`src/rtl/ex_mem_stage.sv`:
```
// EX/MEM pipeline boundary: 2-entry skid buffer between the ALU and the
// memory stage, with branch resolution and a forwarding tap.
// in_ready comes straight from the skid-register valid flop, so it has no
// combinational path from out_ready.
// Optional macro EX_MEM_PERF_EN: enables the backpressure stall counter on
// perf_stall_cnt; when undefined the port is tied to zero.
module ex_mem_stage #(
  parameter int DATA_W = 16,
  parameter int REG_AW = 3
) (
  input  logic              clk,
  input  logic              reset_n,
  input  logic              flush,
  input  logic              in_valid,
  output logic              in_ready,
  input  logic [DATA_W-1:0] in_alu_result,
  input  logic              in_zero,
  input  logic [DATA_W-1:0] in_store_data,
  input  logic [REG_AW-1:0] in_rd,
  input  logic              in_reg_write,
  input  logic              in_mem_read,
  input  logic              in_mem_write,
  input  logic              in_branch,
  input  logic [DATA_W-1:0] in_branch_target,
  output logic              out_valid,
  input  logic              out_ready,
  output logic [DATA_W-1:0] out_alu_result,
  output logic [DATA_W-1:0] out_store_data,
  output logic [REG_AW-1:0] out_rd,
  output logic              out_reg_write,
  output logic              out_mem_read,
  output logic              out_mem_write,
  output logic              branch_taken,
  output logic [DATA_W-1:0] branch_target,
  output logic              fwd_valid,
  output logic [REG_AW-1:0] fwd_rd,
  output logic [DATA_W-1:0] fwd_data,
  output logic              load_pending,
  output logic [15:0]       perf_stall_cnt
);

  typedef struct packed {
    logic [DATA_W-1:0] alu_result;
    logic [DATA_W-1:0] store_data;
    logic [REG_AW-1:0] rd;
    logic              reg_write;
    logic              mem_read;
    logic              mem_write;
  } entry_t;

  entry_t h_q, h_d, s_q, s_d, in_e;
  logic   h_valid_q, h_valid_d, s_valid_q, s_valid_d;
  logic   accept, pop, br_hit;
  logic   branch_taken_q;
  logic [DATA_W-1:0] branch_target_q;

  assign in_e = '{alu_result: in_alu_result, store_data: in_store_data,
                  rd: in_rd, reg_write: in_reg_write,
                  mem_read: in_mem_read, mem_write: in_mem_write};

  assign in_ready = !s_valid_q;
  assign accept   = in_valid & in_ready;
  assign pop      = h_valid_q & out_ready;
  assign br_hit   = accept & in_branch & in_zero & !flush;

  // Next-state for head/skid entries; flush has top priority.
  always_comb begin
    h_d       = h_q;
    s_d       = s_q;
    h_valid_d = h_valid_q;
    s_valid_d = s_valid_q;
    if (flush) begin
      h_valid_d = 1'b0;
      s_valid_d = 1'b0;
    end else if (!h_valid_q || pop) begin
      if (s_valid_q) begin
        h_d       = s_q;
        h_valid_d = 1'b1;
        s_valid_d = accept;
        if (accept) s_d = in_e;
      end else begin
        h_valid_d = accept;
        if (accept) h_d = in_e;
      end
    end else if (accept) begin
      s_d       = in_e;
      s_valid_d = 1'b1;
    end
  end

  // Entry storage registers.
  always_ff @(posedge clk) begin
    if (!reset_n) begin
      h_q       <= '0;
      s_q       <= '0;
      h_valid_q <= 1'b0;
      s_valid_q <= 1'b0;
    end else begin
      h_q       <= h_d;
      s_q       <= s_d;
      h_valid_q <= h_valid_d;
      s_valid_q <= s_valid_d;
    end
  end

  // One-cycle branch pulse, raised on acceptance regardless of downstream stalls.
  always_ff @(posedge clk) begin
    if (!reset_n) begin
      branch_taken_q  <= 1'b0;
      branch_target_q <= '0;
    end else begin
      branch_taken_q <= br_hit;
      if (br_hit) branch_target_q <= in_branch_target;
    end
  end

  assign out_valid      = h_valid_q;
  assign out_alu_result = h_q.alu_result;
  assign out_store_data = h_q.store_data;
  assign out_rd         = h_q.rd;
  assign out_reg_write  = h_q.reg_write;
  assign out_mem_read   = h_q.mem_read;
  assign out_mem_write  = h_q.mem_write;
  assign branch_taken   = branch_taken_q;
  assign branch_target  = branch_target_q;

  assign fwd_valid    = h_valid_q & h_q.reg_write & !h_q.mem_read & (h_q.rd != '0);
  assign fwd_rd       = h_q.rd;
  assign fwd_data     = h_q.alu_result;
  assign load_pending = h_valid_q & h_q.reg_write & h_q.mem_read & (h_q.rd != '0);

`ifdef EX_MEM_PERF_EN
  logic [15:0] stall_cnt_q;

  // Saturating count of cycles the head is held by backpressure; flush leaves it alone.
  always_ff @(posedge clk) begin
    if (!reset_n) begin
      stall_cnt_q <= '0;
    end else if (h_valid_q && !out_ready && stall_cnt_q != 16'hFFFF) begin
      stall_cnt_q <= stall_cnt_q + 16'd1;
    end
  end

  assign perf_stall_cnt = stall_cnt_q;
`else
  assign perf_stall_cnt = 16'd0;
`endif

endmodule
```
`config.mk`:
```
export PLATFORM = sky130hd
export DESIGN_NAME = ex_mem_stage
export DESIGN_NICKNAME = d
export VERILOG_FILES = /design/src/rtl/ex_mem_stage.sv
export SDC_FILE = /design/constraint.sdc
export NUM_CORES = 1
export LEC_CHECK = 0
export ABC_AREA = 1
export BUFFER_PORTS_ARGS = -buffer_cell sky130_fd_sc_hd__buf_4
export CAP_MARGIN = 15
export CORE_MARGIN = 3
export CORE_UTILIZATION = 47
export DETAILED_ROUTE_END_ITERATION = 7
export PLACE_DENSITY_LB_ADDON = 0.1
export RECOVER_POWER = 25
export SYNTH_ARGS = -nofsm -noshare
export SYNTH_HDL_FRONTEND = slang
export SYNTH_SLANG_ARGS = --single-unit
```
`constraint.sdc`:
```
create_clock -name clk -period 1.5 [get_ports clk]
set_clock_uncertainty 0.15 [all_clocks]
set_input_delay 0.15 -clock clk [delete_from_list [all_inputs] [get_ports clk]]
set_output_delay 0.15 -clock clk [all_outputs]
set_load 0.03 [all_outputs]
```
**Word-level counts from Yosys, hierarchy flattened**

Index checks and enable logic that the tools add are counted.

- Equal/unequal tests: 1
- Multiplexer cells: 9
- Bitwise gates (word level): 12
- Reductions and logical operators: 11

Operators with widths:

| cell | number |
|---|---|
| 38-bit two-way mux | 5 |
| 1-bit AND | 10 |
| 1-bit logical NOT | 4 |
| 1-bit two-way mux | 4 |
| 2-bit nonzero test | 2 |
| 3-bit AND reduction | 1 |
| 3-bit nonzero test | 1 |
| 2-bit != test (second input constant) | 1 |
| 1-bit NOT | 2 |
| 2-bit AND reduction | 1 |
| 2-bit OR reduction | 1 |
| 1-bit logical OR | 1 |

- Flip-flop bits (word level): 95
- Input port bits: 61
- Output and inout bits: 94

**Longest topological paths before layout**

Gate-level depths: netlist (run 1).

- Depth after elaboration: 5
- Mapped depth: 8
- Gate-level depth less buffers: 6

**Worst setup path after synthesis (run 1)**

OpenSTA, ideal clock, no wires.

- Kind: reg-to-reg
- From: register h_valid_q (netlist: out_valid)
- To: register s_q[14] (netlist name)
- Setup time: 0.113 ns
- Arrival time: 1.317 ns
- Data required time: 1.237 ns
- Path slack: -0.080 ns
- Stages on the path, launching flop included: 8
- Path buffers: 2
- Clock period less this slack: 1.580 ns
- Cell sequence: dfxtp_1 -> nand2_1 -> inv_1 -> buf_2 -> buf_2 -> nand3_1 -> nand2_1 -> nor2_1

- Word-level cells in the longest chain between the ends: 4
- Elaborated cells between the ends (all ways): 6
- Classes of those cells: eq/ne (1); mux (1); bitwise (1); reduce/logical (3)

Ends and longest elaborated chain:

| item | line | text |
|---|---|---|
| start: declaration | 52 | `logic h_valid_q, h_valid_d, s_valid_q, s_valid_d;` |
| start signal: assignment | 101 | `h_valid_q <= h_valid_d;` |
| 1-bit AND / 1-bit logical NOT (equally long branches) | 63, 75 |  |
| 1-bit logical OR (*) | 75 | `end else if (!h_valid_q \|\| pop) begin` |
| 2-bit != test (no line) | -- |  |
| 2-bit AND reduction (no line) | -- |  |
| end signal: assignment | 95 | `s_q <= '0;` |
| end signal: assignment | 100 | `s_q <= s_d;` |
| end: declaration | 51 | `entry_t h_q, h_d, s_q, s_d, in_e;` |

Every way passes the cells marked *; elsewhere a longest branch is shown, timed or not.
A chain may end at the register's enable or synchronous reset.

**Final worst setup path (run 1)**

- From: register h_q, in the netlist fwd_rd[0]
- To: output fwd_valid

- Word-level cells in the longest chain between the ends: 2

Ends and longest elaborated chain:

| item | line | text |
|---|---|---|
| start: declaration | 51 |  |
| start signal: assignment | 94 | `h_q <= '0;` |
| start signal: assignment | 99 | `h_q <= h_d;` |
| 3-bit nonzero test | 127 | `assign fwd_valid = h_valid_q & h_q.reg_write & !h_q.mem_read & (h_q.rd != '0);` |
| 1-bit AND | 127 |  |
| end: declaration | 35 | `output logic fwd_valid,` |

No other way between the ends.

==> results of run 1 <==
## routing by layer
metal	GRT usage (%)	up-vias	wire, um
met5	0	-	0
met4	8.53	0	259
met1	27.0	1949	5120
met3	3.34	22	524
met2	37.4	128	5610
li1	-	2432	-
## state kept, by name, summed over array words and instances, names as in the netlist
| name | flops |
|---|---|
| branch_target | 16 |
| out_mem_write | 1 |
| out_mem_read | 1 |
| fwd_rd | 3 |
| out_store_data | 16 |
| s_valid_q | 1 |
| out_valid | 1 |
| branch_taken | 1 |
| fwd_data | 16 |
| s_q | 38 |
| out_reg_write | 1 |
## kinds of logic (layout without fill, tap and decap cells)
| logic type | count (synthesis) | count (layout) | share of synthesized area, % |
|---|---|---|---|
| other | 1 | 16 | 0.0814 |
| buffers and inverters | 175 | 327 | 18.3 |
| and+or+nand+nor | 426 | 426 | 36.2 |
| AOI/OAI and AO/OA | 38 | 38 | 4.13 |
| DFF | 95 | 95 | 41.3 |
## per-stage QoR
| stage | cells | area [um2] | hold slack (ns) | utilization [%] |
|---|---|---|---|---|
| after CTS | 1030 | 6380 | 0.000588 | 68.1 |
| final | 1031 | 6270 | 0.00729 | 66.9 |
| after floorplan | 750 | 4660 | 0.164 | - |
| after global routing | 1031 | 6270 | 0.0406 | 66.9 |
| after global placement | 955 | 5590 | 0.291 | 59.6 |
| after detailed placement | 955 | 5590 | 0.304 | 59.6 |
## where the power goes
group | leakage [nW] | internal (mW) | total, mW | switching, mW
clock | 0.0851 | 0.777 | 1.68 | 0.901
sequential | 0.777 | 2.63 | 2.69 | 0.0642
combinational | 2.28 | 0.471 | 1.19 | 0.720
## final cells by class
| type | count | area, um2 | area share (%) |
|---|---|---|---|
| timing repair buffer | 212 | 1670 | 26.6 |
| clock buffer | 10 | 128 | 2.04 |
| sequential | 95 | 1910 | 30.4 |
| multi-input combinational | 480 | 1960 | 31.3 |
| inverter | 99 | 374 | 5.97 |
| clock inverter | 6 | 68.8 | 1.10 |
| tap | 129 | 161 | 2.57 |
## worst max-delay path, cell delays in order, from the launching register on
cell and delay, ns:
dfxtp_2 0.34, inv_2 0.05, nand3_4 0.08, nand4_1 0.09, inv_1 0.07, buf_4 0.15
## how the worst max path moves through the flow
stage	slack, ns	end	depth (start not counted)
global route	0.001	out_store_data[6]	5
CTS	0.004	load_pending	5
global placement	0.17	branch_target[8]	7
detailed placement	0.11	s_q[12]	8
floorplan	0.02	load_pending	4
finish	0.06	fwd_valid	5
## Yosys cell counts
cell / count
nand3_1: 42
nand4_1: 1
nor2_1: 189
inv_2: 1
buf_2: 20
conb_1: 1
buf_4: 41
nand2_1: 190
dfxtp_1: 95
nor3_1: 1
inv_1: 98
nor2_2: 1
clkbuf_1: 7
o21ai_0: 36
buf_6: 1
o21ai_1: 2
buf_1: 7
nand2_2: 1
nand3_2: 1
## timing repair
item | CTS | global route
pin swaps | 2 | 3
setup buffers | 3 | 1
hold endpoints to repair | 56 | 0
gates resized for setup | 7 | 11
endpoints found under the setup margin | 2 | 15
hold buffers | 56 | 0
==> key figures, run 1 <==
Routing
  – TritonRoute pass-1 iters: 4
  – DRT Wirelength: 11500 um
  – Vias per cell: 4.39
  – # DRC: 0
  – Detailed router's first-iteration violation count: 196
  – Via count: 4531
  – Final ANT Viol Nets: 0
  – Average wire per standard cell: 11.2 um

Global route
  – Grt total ovfl: 0
  – First-pass GRT wire length: 19800 um
  – Vias in the first global route: 4271
  – Initial antenna violation count: 0
  – Largest net degree at the start of global routing: 48
  – GRT Util Overall: 21.6%

Timing
  – F_max: 697 MHz
  – RSZ-0062 raised after global routing: false
  – Worst setup margin: 0.0649 ns
  – Slew Limit Fails: 0
  – Final setup TNS: 0 ns
  – # setup viols final: 0
  – Final hold viol count: 0
  – Final worst-path cycle share: 95.7%
  – Final period demand of the worst path: 1.44 ns

Finish
  – Most frequent cells in the layout: 189 x nand2_1, 186 x nor2_1, 107 x buf_4, 95 x inv_1, 90 x dfxtp_1
  – Most common cell after layout, fill and taps aside: nand2_1
  – Syn-to-layout area delta: 36.1%
  – Fillers: 927
  – ANT cells: 0
  – Layout cells sized above 1: 16.6%
  – Final net count: 958

Setup path
  – Arr. time, crit path: 1.14 ns
  – Kind of end point of the critical path: output pin
  – Worst R2R End: fwd_data[14]
  – Crit path max fanout: 2
  – Setup Crit Path Kind: flop to output pin
  – R2R cell count: 4
  – R2r startpoint: s_valid_q
  – Worst setup SP type: flop
  – Worst endpoint required time: 1.20 ns
  – Critical path startpoint: fwd_rd[0]
  – R2R Setup Slk: 0.14 ns

Die
  – # IOs: 155
  – Initial core utilization: 49.1%
  – Die area: 11000 um2
  – Rows: 35
  – Core Area: 9370 um2
  – Die Y-Extent: 105 um
  – Die Wd: 105 um

Yosys
  – Top post-synthesis cells by area: dfxtp_1 41%, nand2_1 15%, nor2_1 15%
  – Cells after synthesis: 735
  – Seq/Total Area, Yosys: 41.3%
  – #FFs+latches synth: 95
  – Synth area leader: dfxtp_1
  – Distinct cells, synth: 19
  – Ys Warns: 0
  – Mapped Area: 4610 um2
  – Synthesized area per cell: 6.27 um2
  – Synth top area share: 41.3%

Placed design
  – Dpl ws: 0.113 ns
  – GP Congestion: 0.713
  – I/O Buffers: 138
  – DP Wirelength: 7430 um

Clock network
  – Longest Clk Path Bufs: 2
  – H-tree Lvls: 3
  – CTS tree: done
  – Total clock sinks: 95
  – Clock-pin slew on the worst setup and hold paths: 0.08 ns
  – CTS Buf Count: 9
  – Clock latency on the worst-skew pair: 0.35 ns
  – Root Driver: clkbuf_8

Pwr
  – Pleak: 3.14 nW
  – Tot Pwr: 5.56 mW
  – Power density over cell area: 887 nW/um2
  – Worst VDD drop: 0.000420 V

Worst hold path
  – Hold Path Sink: s_q[8]
  – Hold WC Path Type: input pin to flop
  – Hold Path Stages: 5
  – Hold path start: in_store_data[2]

Job
  – MaxCap Viol Count: 0

Run status
  – Status: finished clean
Power figures use the tool's default switching activity.
==> run 2: changes to the inputs <==
- RECOVER_POWER: 25 -> 100
==> key figures, run 2 (synthesized netlist as in run 1, its figures left out) <==
Run status
  – Status: finished clean (unchanged)

Global route
  – GRT Util Overall: 21.6% (unchanged)
  – Vias in the first global route: 4271 (unchanged)
  – Largest net degree at the start of global routing: 48 (unchanged)
  – First-pass GRT wire length: 19800 um (unchanged)
  – Grt total ovfl: 0 (unchanged)
  – Initial antenna violation count: 0 (unchanged)

Clock network
  – Clock-pin slew on the worst setup and hold paths: 0.09 ns (was 0.08 ns)
  – H-tree Lvls: 3 (unchanged)
  – Root Driver: clkbuf_8 (unchanged)
  – CTS Buf Count: 9 (unchanged)
  – Longest Clk Path Bufs: 2 (unchanged)
  – Total clock sinks: 95 (unchanged)
  – CTS tree: done (unchanged)
  – Clock latency on the worst-skew pair: 0.35 ns (about the same)

Routing
  – DRT Wirelength: 11500 um (about the same)
  – Detailed router's first-iteration violation count: 206 (was 196)
  – Final ANT Viol Nets: 0 (unchanged)
  – # DRC: 0 (unchanged)
  – Via count: 4514 (was 4531)
  – Average wire per standard cell: 11.2 um (about the same)
  – Vias per cell: 4.38 (was 4.39)
  – TritonRoute pass-1 iters: 4 (unchanged)

Setup path
  – Worst path buffer plus inverter count: 3 (unchanged)
  – Crit path top cell by count: inv_1
  – Top cell family by delay on the critical path: buffers and inverters (was flip-flops)
  – CP max-delay cell: dfxtp_1 (was dfxtp_2)
  – Worst endpoint required time: 1.20 ns (about the same)
  – R2r startpoint: out_valid (was s_valid_q)
  – Critical path startpoint: out_mem_read (was fwd_rd[0])
  – Stages on worst setup path: 4 (was 5)
  – Worst setup SP type: flop (unchanged)
  – Worst setup path endpoint: fwd_valid (unchanged)
  – Kind of end point of the critical path: output pin (unchanged)
  – Arr. time, crit path: 1.14 ns (about the same)
  – Critical-path cell list: inv_1, nand4_1, inv_1, buf_4 (was inv_2, nand3_4, nand4_1, inv_1, buf_4)
  – Worst R2R End: s_q[23] (was fwd_data[14])
  – R2R Setup Slk: 0.09 ns (was 0.14 ns)
  – R2R cell count: 6 (was 4)
  – Crit path max fanout: 3 (was 2)
  – Setup Crit Path Kind: flop to output pin (unchanged)
  – Critical Path Max Stage Delay: 0.32 ns (was 0.34 ns)

Pwr
  – Pleak: 3.09 nW (was 3.14 nW)
  – Power density over cell area: 891 nW/um2 (was 887 nW/um2)
  – Worst VDD drop: 0.000421 V (was 0.000420 V)

Die
  – Die area: 11000 um2 (unchanged)
  – Die Wd: 105 um (unchanged)
  – Rows: 35 (unchanged)
  – Die Y-Extent: 105 um (unchanged)
  – # IOs: 155 (unchanged)
  – Initial core utilization: 49.1% (unchanged)
  – Core Area: 9370 um2 (unchanged)

Timing
  – F_max: 693 MHz (was 697 MHz)
  – Final hold viol count: 0 (unchanged)
  – Final setup TNS: 0 ns (unchanged)
  – Worst setup margin: 0.0573 ns (was 0.0649 ns)
  – # setup viols final: 0 (unchanged)
  – Final worst-path cycle share: 96.2% (was 95.7%)
  – Final period demand of the worst path: 1.44 ns (about the same)
  – Slew Limit Fails: 0 (unchanged)
  – Hold_ws: 0.00359 ns (was 0.00729 ns)

Placed design
  – GP Congestion: 0.713 (unchanged)
  – DP Wirelength: 7430 um (unchanged)
  – I/O Buffers: 138 (unchanged)
  – Dpl ws: 0.113 ns (unchanged)

Finish
  – Most frequent cells in the layout: 189 x nand2_1, 186 x nor2_1, 95 x inv_1, 95 x buf_4, 90 x dfxtp_1 (was 189 x nand2_1, 186 x nor2_1, 107 x buf_4, 95 x inv_1, 90 x dfxtp_1)
  – ANT cells: 0 (unchanged)
  – Layout cells sized above 1: 15.4% (was 16.6%)
  – Final net count: 958 (unchanged)
  – Sequential Area: 1910 um2 (unchanged)
  – Final core occ: 66.4% (was 66.9%)
  – Syn-to-layout area delta: 35.2% (was 36.1%)
  – Multi-input logic area: 1960 um2 (unchanged)
  – Reg with most FFs: s_q (unchanged)
  – Max reg flops: 38 (unchanged)
  – Fillers: 941 (was 927)
  – Most common cell after layout, fill and taps aside: nand2_1 (unchanged)

Job
  – MaxCap Viol Count: 0 (unchanged)

Worst hold path
  – Hold WC Path Type: input pin to flop (unchanged)
run 2: cell count changes in the layout (fill, tap and decap cells not counted):
| cell | before | now |
|---|---|---|
| buf_4 | 107 | 95 |
| clkbuf_1 | 41 | 52 |
| clkbuf_2 | 0 | 1 |
run 2: final cells by class:
type | instances | share of cell area, %
Timing Repair Buffer | 212 | 26.1
Clock buffer | 10 | 2.05
Clock inverter | 6 | 1.11
Multi-Input combinational cell | 480 | 31.5
Sequential cell | 95 | 30.6
Tap cell | 129 | 2.59
Inverter | 99 | 6.01
run 2: layer usage:
layer | vias to the layer above | part of all wire (%) | global-route usage (%)
li1 | 2432 | - | -
met1 | 1945 | 45 | 27.0
met2 | 115 | 48 | 37.4
met3 | 22 | 4.5 | 3.34
met4 | 0 | 2.2 | 8.53
met5 | - | 0 | 0
run 2: worst min path at each step:
stage	startpoint	to	slack, ns	cells after the start
3_5_place_dp	in_branch_target[11]	branch_target[11]	0.30	5
2_1_floorplan	flush	out_valid	0.16	3
5_1_grt	out_ready	s_valid_q	0.04	4
6_report	in_store_data[2]	s_q[8]	0.004	5
4_1_cts	in_store_data[2]	s_q[8]	0.0006	5
3_3_place_gp	in_branch_target[12]	branch_target[12]	0.29	5
run 2: worst reg2reg max path: cells and delay by family, from the launching register on:
| family | cells | cell delay, ns |
|---|---|---|
| simple gates | 4 | 0.37 |
| flops | 1 | 0.38 |
| buf+inv | 2 | 0.41 |
run 2: what timing repair did:
| item | CTS | global route |
|---|---|---|
| hold buffers | 56 | 0 |
| buffers inserted | 3 | 1 |
| setup endpoints to repair | 2 | 15 |
| pin swaps | 2 | 3 |
| endpoints found under the hold margin | 56 | 0 |
| resized for setup | 7 | 11 |
run 2: power breakdown:
group | switching (mW) | internal, mW
Combinational | 0.720 | 0.454
Sequential | 0.0639 | 2.63
Clock | 0.901 | 0.777
run 2: stage by stage:
| step | total power, mW | cells | area [um2] |
|---|---|---|---|
| after floorplan | 3.51 | 750 | 4660 |
| after CTS | 5.65 | 1030 | 6380 |
| after global placement | 3.83 | 955 | 5590 |
| after global routing | 5.84 | 1031 | 6230 |
| after detailed placement | 3.85 | 955 | 5590 |
| final | 5.54 | 1031 | 6230 |
==> run 3: changes to the inputs <==
- ABC_AREA: 1 -> 0
==> key figures, run 3 <==
Clock network
  – Clock-pin slew on the worst setup and hold paths: 0.09 ns (about the same)
  – Longest Clk Path Bufs: 2 (unchanged)
  – CTS tree: done (unchanged)
  – Clock latency on the worst-skew pair: 0.36 ns (was 0.35 ns)
  – Total clock sinks: 95 (unchanged)
  – CTS Buf Count: 9 (unchanged)
  – Root Driver: clkbuf_8 (unchanged)
  – H-tree Lvls: 3 (unchanged)

Timing
  – RSZ-0062 raised after global routing: true
  – Hold_ws: 0.145 ns (was 0.00359 ns)
  – Final setup TNS: -0.276 ns (was 0 ns)
  – # setup viols final: 12 (was 0)
  – Worst slew pin tran: 0.504 ns
  – Worst setup margin: -0.0777 ns (was 0.0573 ns)
  – F_max: 634 MHz (was 693 MHz)
  – Final hold viol count: 0 (unchanged)
  – Final worst-path cycle share: 105% (was 96.2%)
  – Slew Limit Fails: 0 (unchanged)
  – Final period demand of the worst path: 1.58 ns (was 1.44 ns)
  – Worst slew margin: 66.4%

Yosys
  – Top cells by count, synth: 109 x nand2_1, 95 x dfxtp_1, 92 x mux2i_1 (was 190 x nand2_1, 189 x nor2_1, 98 x inv_1)
  – Top FF cell, synth: dfxtp_1 (unchanged)
  – Post-Synth XOR/XNOR Area: 0% (unchanged)
  – Mux cell area share after synthesis: 20.9% (was 0%)
  – Top post-synthesis cells by area: dfxtp_1 43%, mux2i_1 21%, nand2_1 9.3% (was dfxtp_1 41%, nand2_1 15%, nor2_1 15%)
  – Seq/Total Area, Yosys: 43.1% (was 41.3%)
  – Synthesized area per cell: 9.53 um2 (was 6.27 um2)
  – Asr flop ratio synth: 0% (unchanged)
  – Synth area leader: dfxtp_1 (unchanged)
  – Cells after synthesis: 463 (was 735)
  – Ys Warns: 0 (unchanged)
  – Simple-gate area share of the yosys netlist: 15.3% (was 36.2%)
  – Largest family of logic cells by synthesized area: multiplexers (was simple AND/OR/NAND/NOR gates)
  – Distinct cells, synth: 23 (was 19)
  – Compound-Gate Fraction of Synth Area: 9.16% (was 4.13%)
  – Most common cell in the netlist: nand2_1 (unchanged)
  – Synth top area share: 43.1% (was 41.3%)
  – Number of flops mapped to enable cells by yosys: 0 (unchanged)
  – #FFs+latches synth: 95 (unchanged)
  – Adder-cell share of the synthesized area: 0% (unchanged)
  – Mapped Area: 4410 um2 (was 4610 um2)

Global route
  – Vias in the first global route: 3591 (was 4271)
  – GRT Util Overall: 20.8% (was 21.6%)
  – First-pass GRT wire length: 17200 um (was 19800 um)
  – Grt total ovfl: 0 (unchanged)
  – Initial antenna violation count: 0 (unchanged)
  – Largest net degree at the start of global routing: 47 (was 48)

Routing
  – Final ANT Viol Nets: 0 (unchanged)
  – Detailed router's first-iteration violation count: 117 (was 206)
  – # DRC: 0 (unchanged)
  – Average wire per standard cell: 15.0 um (was 11.2 um)
  – Via count: 3737 (was 4514)
  – DRT Wirelength: 11200 um (was 11500 um)
  – TritonRoute pass-1 iters: 5 (was 4)
  – Vias per cell: 5.01 (was 4.38)

Setup path
  – Worst setup SP type: flop (unchanged)
  – Critical Path Max Stage Delay: 0.36 ns (was 0.32 ns)
  – Worst endpoint required time: 1.20 ns (about the same)
  – Arr. time, crit path: 1.28 ns (was 1.14 ns)
  – Crit path max fanout: 2 (was 3)
  – CP max-delay cell: dfxtp_4 (was dfxtp_1)
  – Setup Crit Path Kind: flop to output pin (unchanged)
  – Kind of end point of the critical path: output pin (unchanged)
  – Critical-path cell list: o311ai_4, nor2_1, buf_4 (was inv_1, nand4_1, inv_1, buf_4)

Worst hold path
  – Hold WC Path Type: input pin to flop (unchanged)

Finish
  – Final net count: 695 (was 958)
  – Syn-to-layout area delta: 35.8% (was 35.2%)
  – Reg with most FFs: s_q (unchanged)
  – Max reg flops: 38 (unchanged)
  – Most common cell after layout, fill and taps aside: nand2_1 (unchanged)
  – Most frequent cells in the layout: 109 x nand2_1, 92 x mux2i_1, 90 x dfxtp_1, 75 x buf_4, 62 x clkbuf_1 (was 189 x nand2_1, 186 x nor2_1, 95 x inv_1, 95 x buf_4, 90 x dfxtp_1)
  – Fin cells: 746 (was 1031)
  – Layout cells sized above 1: 19.9% (was 15.4%)
  – ANT cells: 0 (unchanged)

Pwr
  – Pleak: 2.69 nW (was 3.09 nW)
  – Power density over cell area: 912 nW/um2 (was 891 nW/um2)
  – Worst VDD drop: 0.000582 V (was 0.000421 V)

Placed design
  – Placed cells: 666 (was 955)
  – DP Wirelength: 7330 um (was 7430 um)
  – I/O Buffers: 138 (unchanged)
  – GP Congestion: 0.730 (was 0.713)

Run status
  – Failing checks: setup timing
  – Status: finished with violations (was finished clean)

Die
  – Die Wd: 103 um (was 105 um)
  – Initial core utilization: 49.4% (was 49.1%)
  – Die Y-Extent: 103 um (was 105 um)
  – Die area: 10600 um2 (was 11000 um2)
  – # IOs: 155 (unchanged)
  – Core Area: 8930 um2 (was 9370 um2)
  – Rows: 34 (was 35)

Job
  – MaxCap Viol Count: 0 (unchanged)
[run 3: layout make-up]
type                    count  area [um2]
clock inverters             3        40.0
fillers                   776        2940
flip-flops and latches     95        1910
inverters                   2        7.51
well taps                 108         135
multi-input cells         306        2090
repair buffers            220        1640
clock buffers              12         166
[run 3: critical path, delay by kind of cell, from the launching register on]
kind	cells	cell delay [ns]
flops	1	0.36
buf+inv	1	0.17
compound gates	1	0.31
simple gates	1	0.08
[run 3: metal layers]
layer / vias to the layer above / share of wire (%) / track usage, % / wire, um
li1: 1876 / - / - / -
met1: 1733 / 45 / 26.9 / 5020
met2: 114 / 49 / 34.9 / 5520
met3: 14 / 4.7 / 3.45 / 529
met4: 0 / 1.4 / 7.57 / 161
met5: - / 0 / 0 / 0
[run 3: stage by stage]
stage / power (mW) / instance area, um2 / util [%] / setup WS [ns]
after floorplan: 3.37 / 4480 / - / -0.0416
after global placement: 3.68 / 5340 / 59.8 / 0.0372
after detailed placement: 3.69 / 5340 / 59.8 / -0.0241
after CTS: 5.58 / 6160 / 69.0 / -0.0930
after global routing: 5.69 / 5990 / 67.1 / -0.126
final: 5.46 / 5990 / 67.1 / -0.0777
[run 3: cells by family (layout without fill, tap and decap cells)]
logic type / after synthesis / count (layout)
muxes: 92 / 92
DFF: 95 / 95
AOI/OAI and AO/OA: 41 / 41
other: 1 / 16
buffers and inverters: 77 / 237
and+or+nand+nor: 157 / 157
[run 3: what timing repair did]
| action | in CTS | in global routing |
|---|---|---|
| setup endpoints to repair | 5 | 70 |
| hold buffers | 57 | 0 |
| pin swaps | 1 | 1 |
| hold endpoints to repair | 63 | 0 |
| resized for setup | 9 | 18 |
| setup buffers | 1 | 4 |
| cloned | 0 | 3 |
[run 3: final timing paths]
kind,start,end,slack (ns),depth (start not counted)
min reg2reg,branch_target[14],branch_target[14],0.31,2
min,flush,s_q[30],0.15,4
max,fwd_rd[0],load_pending,-0.08,3
max reg2reg,s_valid_q,s_q[19],-0.03,4
[run 3: power breakdown]
part           switching (mW)  internal (mW)  total, mW
clock                   0.873          0.905       1.78
sequential             0.0641           2.61       2.67
combinational           0.599          0.414       1.01
total                    1.54           3.93       5.46
